$ cat src/rtl/fft_pkg.sv
// Shared constants and types for the FFT front end: frame geometry, issue FSM states
// and the radix-2 twiddle table used by the FFT stage.
package fft_pkg;

  localparam int unsigned FFT_N            = 16;
  localparam int unsigned FFT_DATA_W       = 16;
  localparam int unsigned FFT_GUARD_CYCLES = 5;
  localparam int unsigned FFT_IDX_W        = $clog2(FFT_N);
  localparam int unsigned FFT_GUARD_W      = $clog2(FFT_GUARD_CYCLES);

  typedef enum logic [1:0] {
    StIdle,
    StIssue,
    StGuard
  } issue_state_e;

  typedef logic [FFT_DATA_W-1:0] fft_word_t;

  // W_16^k = cos(2*pi*k/16) - j*sin(2*pi*k/16) in Q1.15, k = 0..7
  localparam logic signed [15:0] FFT_TWIDDLE_RE [FFT_N/2] = '{
    16'sd32767, 16'sd30273, 16'sd23170, 16'sd12540,
    16'sd0, -16'sd12540, -16'sd23170, -16'sd30273
  };
  localparam logic signed [15:0] FFT_TWIDDLE_IM [FFT_N/2] = '{
    16'sd0, -16'sd12540, -16'sd23170, -16'sd30273,
    -16'sd32767, -16'sd30273, -16'sd23170, -16'sd12540
  };

endpackage

$ cat src/rtl/sample_decimator.sv
// Keeps one valid sample in every DECIM and truncates it to the FFT word width.
module sample_decimator
  import fft_pkg::*;
#(
  parameter int unsigned SAMPLE_W = 24,
  parameter int unsigned DECIM    = 1
) (
  input  logic                  clk_i,
  input  logic                  rst_ni,
  input  logic                  valid_i,
  input  logic [SAMPLE_W-1:0]   data_i,
  output logic                  keep_o,
  output logic [FFT_DATA_W-1:0] data_o
);

  localparam int unsigned CntW = (DECIM > 1) ? $clog2(DECIM) : 1;

  logic [CntW-1:0] cnt_q, cnt_d;

  always_comb begin
    cnt_d = cnt_q;
    if (valid_i) begin
      cnt_d = (cnt_q == CntW'(DECIM - 1)) ? '0 : cnt_q + CntW'(1);
    end
  end

  always_ff @(posedge clk_i or negedge rst_ni) begin
    if (!rst_ni) begin
      cnt_q <= '0;
    end else begin
      cnt_q <= cnt_d;
    end
  end

  assign keep_o = valid_i && (cnt_q == '0);
  // Plain truncation: the low bits are dropped without rounding.
  assign data_o = data_i[SAMPLE_W-1 -: FFT_DATA_W];

  if (SAMPLE_W > FFT_DATA_W) begin : g_lsbs
    logic unused_lsbs;
    assign unused_lsbs = ^data_i[SAMPLE_W-FFT_DATA_W-1:0];
  end

endmodule

$ cat src/rtl/fft_frame_buffer.sv
// Collects kept samples into 16-sample frames and hands each frame to the FFT stage
// with a one-cycle new_t pulse, followed by a guard interval for the FFT to finish.
module fft_frame_buffer
  import fft_pkg::*;
#(
  parameter int unsigned SAMPLE_W = 24,
  parameter int unsigned DECIM    = 1
) (
  input  logic                  clk,
  input  logic                  reset_n,
  input  logic                  sample_valid,
  input  logic [SAMPLE_W-1:0]   sample_in,
  output logic [FFT_DATA_W-1:0] t0,
  output logic [FFT_DATA_W-1:0] t1,
  output logic [FFT_DATA_W-1:0] t2,
  output logic [FFT_DATA_W-1:0] t3,
  output logic [FFT_DATA_W-1:0] t4,
  output logic [FFT_DATA_W-1:0] t5,
  output logic [FFT_DATA_W-1:0] t6,
  output logic [FFT_DATA_W-1:0] t7,
  output logic [FFT_DATA_W-1:0] t8,
  output logic [FFT_DATA_W-1:0] t9,
  output logic [FFT_DATA_W-1:0] t10,
  output logic [FFT_DATA_W-1:0] t11,
  output logic [FFT_DATA_W-1:0] t12,
  output logic [FFT_DATA_W-1:0] t13,
  output logic [FFT_DATA_W-1:0] t14,
  output logic [FFT_DATA_W-1:0] t15,
  output logic                  new_t,
  output logic                  overrun
);

  logic      keep;
  fft_word_t keep_data;

  sample_decimator #(
    .SAMPLE_W (SAMPLE_W),
    .DECIM    (DECIM)
  ) u_decim (
    .clk_i   (clk),
    .rst_ni  (reset_n),
    .valid_i (sample_valid),
    .data_i  (sample_in),
    .keep_o  (keep),
    .data_o  (keep_data)
  );

  fft_word_t              cap_q       [FFT_N];
  fft_word_t              pend_frame_q[FFT_N];
  fft_word_t              out_frame_q [FFT_N];
  logic [FFT_IDX_W-1:0]   wr_idx_q;
  logic                   pend_q;
  logic                   overrun_q;
  logic                   new_t_q;
  issue_state_e           state_q;
  logic [FFT_GUARD_W-1:0] guard_cnt_q;
  logic                   frame_done;
  logic                   consume;

  assign frame_done = keep && (wr_idx_q == FFT_IDX_W'(FFT_N - 1));
  assign consume    = (state_q == StIdle) && pend_q;

  // Data-only storage; never observable before being fully rewritten.
  always_ff @(posedge clk) begin
    if (keep) begin
      cap_q[wr_idx_q] <= keep_data;
    end
  end

  // The completing slot-15 sample bypasses the capture buffer into the snapshot.
  always_ff @(posedge clk) begin
    if (frame_done) begin
      for (int i = 0; i < FFT_N - 1; i++) begin
        pend_frame_q[i] <= cap_q[i];
      end
      pend_frame_q[FFT_N-1] <= keep_data;
    end
  end

  always_ff @(posedge clk or negedge reset_n) begin
    if (!reset_n) begin
      wr_idx_q  <= '0;
      pend_q    <= 1'b0;
      overrun_q <= 1'b0;
    end else begin
      if (keep) begin
        wr_idx_q <= wr_idx_q + FFT_IDX_W'(1);
      end
      if (frame_done) begin
        // A frame landing on the consume edge replaces pend cleanly, not an overrun.
        pend_q <= 1'b1;
        if (pend_q && !consume) begin
          overrun_q <= 1'b1;
        end
      end else if (consume) begin
        pend_q <= 1'b0;
      end
    end
  end

  always_ff @(posedge clk or negedge reset_n) begin
    if (!reset_n) begin
      state_q     <= StIdle;
      guard_cnt_q <= '0;
      new_t_q     <= 1'b0;
      for (int i = 0; i < FFT_N; i++) begin
        out_frame_q[i] <= '0;
      end
    end else begin
      unique case (state_q)
        StIdle: begin
          if (pend_q) begin
            state_q <= StIssue;
            new_t_q <= 1'b1;
            for (int i = 0; i < FFT_N; i++) begin
              out_frame_q[i] <= pend_frame_q[i];
            end
          end
        end
        StIssue: begin
          state_q     <= StGuard;
          new_t_q     <= 1'b0;
          guard_cnt_q <= FFT_GUARD_W'(FFT_GUARD_CYCLES - 1);
        end
        StGuard: begin
          if (guard_cnt_q == '0) begin
            state_q <= StIdle;
          end else begin
            guard_cnt_q <= guard_cnt_q - FFT_GUARD_W'(1);
          end
        end
        default: state_q <= StIdle;
      endcase
    end
  end

  assign new_t   = new_t_q;
  assign overrun = overrun_q;

  assign t0  = out_frame_q[0];
  assign t1  = out_frame_q[1];
  assign t2  = out_frame_q[2];
  assign t3  = out_frame_q[3];
  assign t4  = out_frame_q[4];
  assign t5  = out_frame_q[5];
  assign t6  = out_frame_q[6];
  assign t7  = out_frame_q[7];
  assign t8  = out_frame_q[8];
  assign t9  = out_frame_q[9];
  assign t10 = out_frame_q[10];
  assign t11 = out_frame_q[11];
  assign t12 = out_frame_q[12];
  assign t13 = out_frame_q[13];
  assign t14 = out_frame_q[14];
  assign t15 = out_frame_q[15];

endmodule

$ cat config.mk
export PLATFORM = sky130hd
export DESIGN_NAME = fft_frame_buffer
export DESIGN_NICKNAME = d
export VERILOG_FILES = /design/src/rtl/fft_pkg.sv /design/src/rtl/sample_decimator.sv /design/src/rtl/fft_frame_buffer.sv
export SDC_FILE = /design/constraint.sdc
export NUM_CORES = 1
export LEC_CHECK = 0
export ABC_AREA = 1
export BUFFER_PORTS_ARGS = -buffer_cell sky130_fd_sc_hd__buf_4
export CAP_MARGIN = 10
export CORE_MARGIN = 4
export CORE_UTILIZATION = 52
export CTS_CLUSTER_SIZE = 30
export DETAILED_ROUTE_END_ITERATION = 10
export PLACE_DENSITY_LB_ADDON = 0.2
export SYNTH_ARGS = -nofsm -noshare
export SYNTH_HDL_FRONTEND = slang
export SYNTH_SLANG_ARGS = --single-unit
$ cat constraint.sdc
create_clock -name clk -period 12.95 [get_ports clk]
set_clock_uncertainty 0.15 [all_clocks]
set_input_delay 1.295 -clock clk [delete_from_list [all_inputs] [get_ports clk]]
set_output_delay 1.295 -clock clk [all_outputs]
set_load 0.02 [all_outputs]
Yosys cells after proc, flatten, opt, wreduce, memory -nomap -nowiden
Memories as Yosys holds them, arrays and structs flattened. A register that Yosys moved wholly into a read port is not among the register bits.
Cells that the tools add are included.
{ "classes": {"n_addsub": 3, "eq_ne": 6, "mux": 14, "bitwise": 1, "reduce_logical": 31} }
{ "op_table": {"columns": ["operator", "count"], "rows": [
  ["1-bit logical NOT", 17],
  ["2-bit AND reduction", 5],
  ["1-bit two-way mux", 8],
  ["2-bit inequality test (second input constant)", 3],
  ["2-bit one-hot mux with 3 select lines", 1],
  ["3-bit one-hot mux with 2 select lines", 1],
  ["2-bit nonzero test", 3],
  ["4-bit by 1-bit adder with 4-bit output (second input constant)", 1],
  ["4-bit equality test (second input constant)", 1],
  ["1-bit logical AND", 4],
  ["2-bit two-way mux", 2],
  ["3-bit logical NOT", 1],
  ["3-bit two-way mux", 1],
  ["3-bit by 1-bit subtractor with 3-bit output (second input constant)", 1],
  ["2-bit by 1-bit equality test with 1-bit output (second input constant)", 1],
  ["2-bit equality test (second input constant)", 1],
  ["2-bit logical NOT", 1],
  ["1-bit one-hot mux with 2 select lines", 1],
  ["1-bit adder (second input constant)", 1],
  ["1-bit inverter", 1]
]} }
{ "word_totals": {"regBits": 13, "ram_bits": 512, "input_bits": 27, "elab_cells": 64, "memories": 2} }
{ "mem_list": {"columns": ["name", "words", "width", "read_ports", "rd_ports_with_merged_regs", "wr", "line_no", "text"], "rows": [
  ["cap_q", 16, 16, 15, 0, 1, "fft_frame_buffer.sv:48", "fft_word_t cap_q [FFT_N];"],
  ["pend_frame_q", 16, 16, 16, 16, 16, "fft_frame_buffer.sv:49", "fft_word_t pend_frame_q[FFT_N];"]
]} }

Logic depth before layout (Yosys ltp)
{ "depth": {"depth_word": 5, "depth_mapped": 7} }

Hierarchy
From an unflattened synthesis, not the netlist that was laid out.
{ "hier_totals": {"hier_cells": 1681, "area_unflattened_um2": 25409.4} }
{ "modules_own_cells": {"columns": ["mod", "instances", "cells_each", "area_per_inst_um2"], "rows": [
  ["fft_frame_buffer", 1, 1664, 25281.7],
  ["sample_decimator", 1, 17, 127.6]
]} }

Least setup slack after synthesis
OpenSTA, ideal clock, no wires.
{ "synth_path": {"path_kind": "input to register", "start": "input port sample_valid", "end": "register pend_q", "setup_time_ns": 0.131, "arrival_ns": 13.177, "required_ns": 12.669, "path_slack_ns": -0.508, "cell_stages": 4, "path_buffers": 1, "path_cell_list": "buf_2 nand2_1 nor2_1 or2_2"} }
{ "synth_between": {"elab_chain_len": 3, "word_cells_on_any_way": 4, "cone_classes": "1 x mux; 3 x reduce/logical"} }
{ "synth_lines": {"columns": ["element", "line_no", "text"], "rows": [
  ["from (decl)", "fft_frame_buffer.sv:11", "input logic sample_valid,"],
  ["1-bit logical AND *", "sample_decimator.sv:35", "assign keep_o = valid_i && (cnt_q == '0);"],
  ["1-bit logical AND *", "fft_frame_buffer.sv:60", "assign frame_done = keep && (wr_idx_q == FFT_IDX_W'(FFT_N - 1));"],
  ["net frame_done", "fft_frame_buffer.sv:57", "logic frame_done;"],
  ["1-bit two-way mux / 2-bit nonzero test (equally long branches)", null, null],
  ["to (signal assigned)", "fft_frame_buffer.sv:83", "pend_q <= 1'b0;"],
  ["to (signal assigned)", "fft_frame_buffer.sv:91", "pend_q <= 1'b1;"],
  ["to (signal assigned)", "fft_frame_buffer.sv:96", "pend_q <= 1'b0;"],
  ["to (decl)", "fft_frame_buffer.sv:52", "logic pend_q;"]
]} }
The timed path passes the listed nets; every way through them passes the cells marked *.
A chain may end at the register's enable or synchronous reset.

Worst setup path after layout
{ "layout_path": {"start": "register state_q[0]", "end": "register out_frame_q (netlist bit t3[2]) (read register of pend_frame_q)"} }
{ "layout_between": {"elab_chain_len": 2} }
{ "layout_lines": {"columns": ["element", "line_no", "text"], "rows": [
  ["from (decl)", "fft_frame_buffer.sv:55", "issue_state_e state_q;"],
  ["from (signal assigned)", "fft_frame_buffer.sv:103", "state_q <= StIdle;"],
  ["from (signal assigned)", "fft_frame_buffer.sv:113", "state_q <= StIssue;"],
  ["from (signal assigned)", "fft_frame_buffer.sv:121", "state_q <= StGuard;"],
  ["2-bit logical NOT", "fft_frame_buffer.sv:110", "unique case (state_q)"],
  ["2-bit AND reduction (no line)", null, null],
  ["to (decl)", "fft_frame_buffer.sv:50", "fft_word_t out_frame_q [FFT_N];"]
]} }
No other way between the ends.

==> out/metrics.yaml <==
status: "finished, final reports clean"
die_w_um: 228
drt_pass1_iterations: 5
r2r_start: "state_q[0]"
drcViolationCount: 0
cpPeakStageDelay_ns: 0.96
postSynthCellCount: 1664
cts.reportedPaths.clkPinSlew_ns: 0.06
start_kind: "flop"
cts.sinks: 764
path_class: "reg2reg"
setup_tns_ns: 0
rsz0062_at_grt: "false"
cp_common_cell: "nand2_1"
ys_seq_area_share_pct: 85.4
max_freq_mhz: 300
yosys.area.top_type: "edfxtp_1"
drt-total-wl_um: 54200
initial_core_util_pct: 52.7
slowest_stage: "buf_4"
vdd_drop_max_uv: 146
leakagePower_uw: 0.0130
antenna_found_initial: 1
synth_top_area_share_pct: 58.9
reg2reg_slack_ns: 9.61
seqPwrFrac_pct: 46.4
syn_avg_cell_area_um2: 15.2
post_drt_via_cell_ratio: 5.00
coreArea_um2: 47900
final_nets: 2003
arrival_ns: 3.71
crit_family: "buffers and inverters"
synthTopCellsByCount: "nand2_1 (793), edfxtp_1 (496), dfrtp_1 (268)"
cap_violations: 0
die_area_um2: 52200
ff2ff_path_depth: 6
numCtsBuffers: 74
critPathMaxFanout: 155
post_synth_num_cell_types: 17
finalCritPeriodShare_pct: 25.8
overflow: 0
final_cells: 2647
cts_max_path_buffers: 3
io_pins: 285
power_frac_comb_pct: 25.1
placed_cells: 2509
synthTopCellsByArea: "edfxtp_1 (59%), dfrtp_1 (27%), nand2_1 (12%)"
fin_ws_ns: 9.61
die_h_um: 228
synth_nets: 1697
min_to: "pend_frame_q[11][6]"
hp-class: "reg2reg"
vias: 13200
setup_viol: 0
clk_latency_ns: 0.60
hold_path_depth: 0
dp.final_hpwl_um: 30000
grt_pass1_wl_um: 83100
grtUsageTotal_pct: 21.0
path_buf_inv: 2
intPower_uw: 5200
pre_cts_slack_ns: 9.08
report.final.slew_viol_count: 0
root_buffer: "clkbuf_16"
grt_start_max_net_pins: 164
min_from: "cap_q[11][6]"
powerDensity_nw_per_um2: 250
r2r_end: "t3[2]"
grt_pass1_vias: 13400
synth_edf_count: 496
drt_iter0_drc: 1111
cts_htree_levels: 3
endpoint_kind: "flop"
switching_power_uw: 2390
cts-resized-gates: 0
synth-seq-cells: 764
tightest_slew_ns: 1.22
synthToLayoutAreaGrowth_pct: 19.9
postCtsSetupBuffers: 0
postCtsHoldBufs: 0
clkPwrFrac_pct: 28.5
synthMostInstantiatedCell: "nand2_1"
wl_per_cell_um: 20.5
cts_tree: "done"
synth_area_um2: 25300
ys.flop_type: "edfxtp_1"
ant_nets: 0
fp-row-count: 80
hold_viol: 0
globalplace.congestion: 0.778
holdWs_ns: 0.262
yosys_warnings: 0
min_period_ns: 3.34
cp_cell_sequence: "nor2_1 > nand2_8 > inv_8 > buf_4 > nand2_1 > nand2_1"
worstPathRequired_ns: 13.33
port_buffers: 276
maxSlewHeadroom_pct: 18.8
synth_async_sr_flop_share_pct: 35.1
switching_share_pct: 31.5
drive_gt1_share_pct: 20.1
[final cells by class]
cell class / count / area, um^2
flip-flops and latches: 764 / 21600
fillers: 3492 / 17600
multi-input cells: 830 / 3250
clock buffers: 109 / 2180
repair buffers: 287 / 2170
well taps: 615 / 769
clock inverters: 28 / 282
inverters: 13 / 56.3
diodes: 1 / 2.50
[layout by cell type (no fill, tap or decap)]
master	count
nor2_1	7
clkbuf_8	5
buf_12	1
inv_8	1
clkinv_2	12
clkinvlp_4	1
ha_1	6
or2_2	1
nor2_4	1
buf_8	1
clkbuf_16	81
dfrtp_1	268
nand2_1	793
xor2_1	3
nor2_2	12
buf_4	285
inv_1	12
clkbuf_1	23
o21ai_0	1
a21o_1	1
diode_2	1
nand3_1	4
edfxtp_1	496
bufinv_16	6
clkinv_1	9
nand2_8	1
[stage by stage]
stage	util [%]	power (uW)	cell area (um^2)
finish	63.2	7590	30300
CTS	63.2	7670	30300
detailed placement	58.1	5490	27900
global placement	58.1	5440	27900
global route	63.2	7970	30300
floorplan	-	4500	25300
[worst max-delay path by stage]
stage,to,slack (ns),start,cells after the start
after CTS,t3[2],9.44,state_q[0],6
final,t3[2],9.61,state_q[0],6
after global placement,t11[3],9.13,reset_n,3
after detailed placement,t10[4],9.08,reset_n,3
after floorplan,pend_q,3.97,sample_valid,4
after global routing,t3[2],9.23,state_q[0],6
[registers in the layout, summed over array words and instances, names as in the netlist]
name	count
t6	16
t12	16
t7	16
t8	16
cap_q	240
t4	16
guard_cnt_q	3
new_t	1
overrun	1
t13	16
state_q	2
t14	16
t3	16
t9	16
t11	16
t5	16
wr_idx_q	4
t10	16
t0	16
t2	16
t15	16
t1	16
pend_q	1
pend_frame_q	256
[power by group through the flow]
| stage | sequential [uW] | combinational (uW) | clock (uW) |
|---|---|---|---|
| floorplan | 3990 | 511 | 0 |
| finish | 3530 | 1900 | 2160 |
| global placement | 3550 | 1890 | 0 |
| CTS | 3530 | 1940 | 2210 |
| detailed placement | 3560 | 1930 | 0 |
| global route | 3590 | 2070 | 2320 |
[kinds of logic after synthesis]
group | count (synthesis) | synth area share [%]
and+or+nand+nor | 819 | 12.2
DFF | 764 | 85.4
buffers and inverters | 70 | 1.91
adders and majority gates | 6 | 0.297
xor gates and xnor gates | 3 | 0.104
AOI/OAI and AO/OA | 2 | 0.0495
[metal layers]
layer / vias up / GRT usage [%] / wire length (um)
li1: 6159 / - / -
met1: 6619 / 29.3 / 22900
met2: 383 / 33.3 / 26200
met3: 75 / 5.68 / 4170
met4: 0 / 5.64 / 968
met5: - / 0 / 0
(Power assumes the default switching activity.)
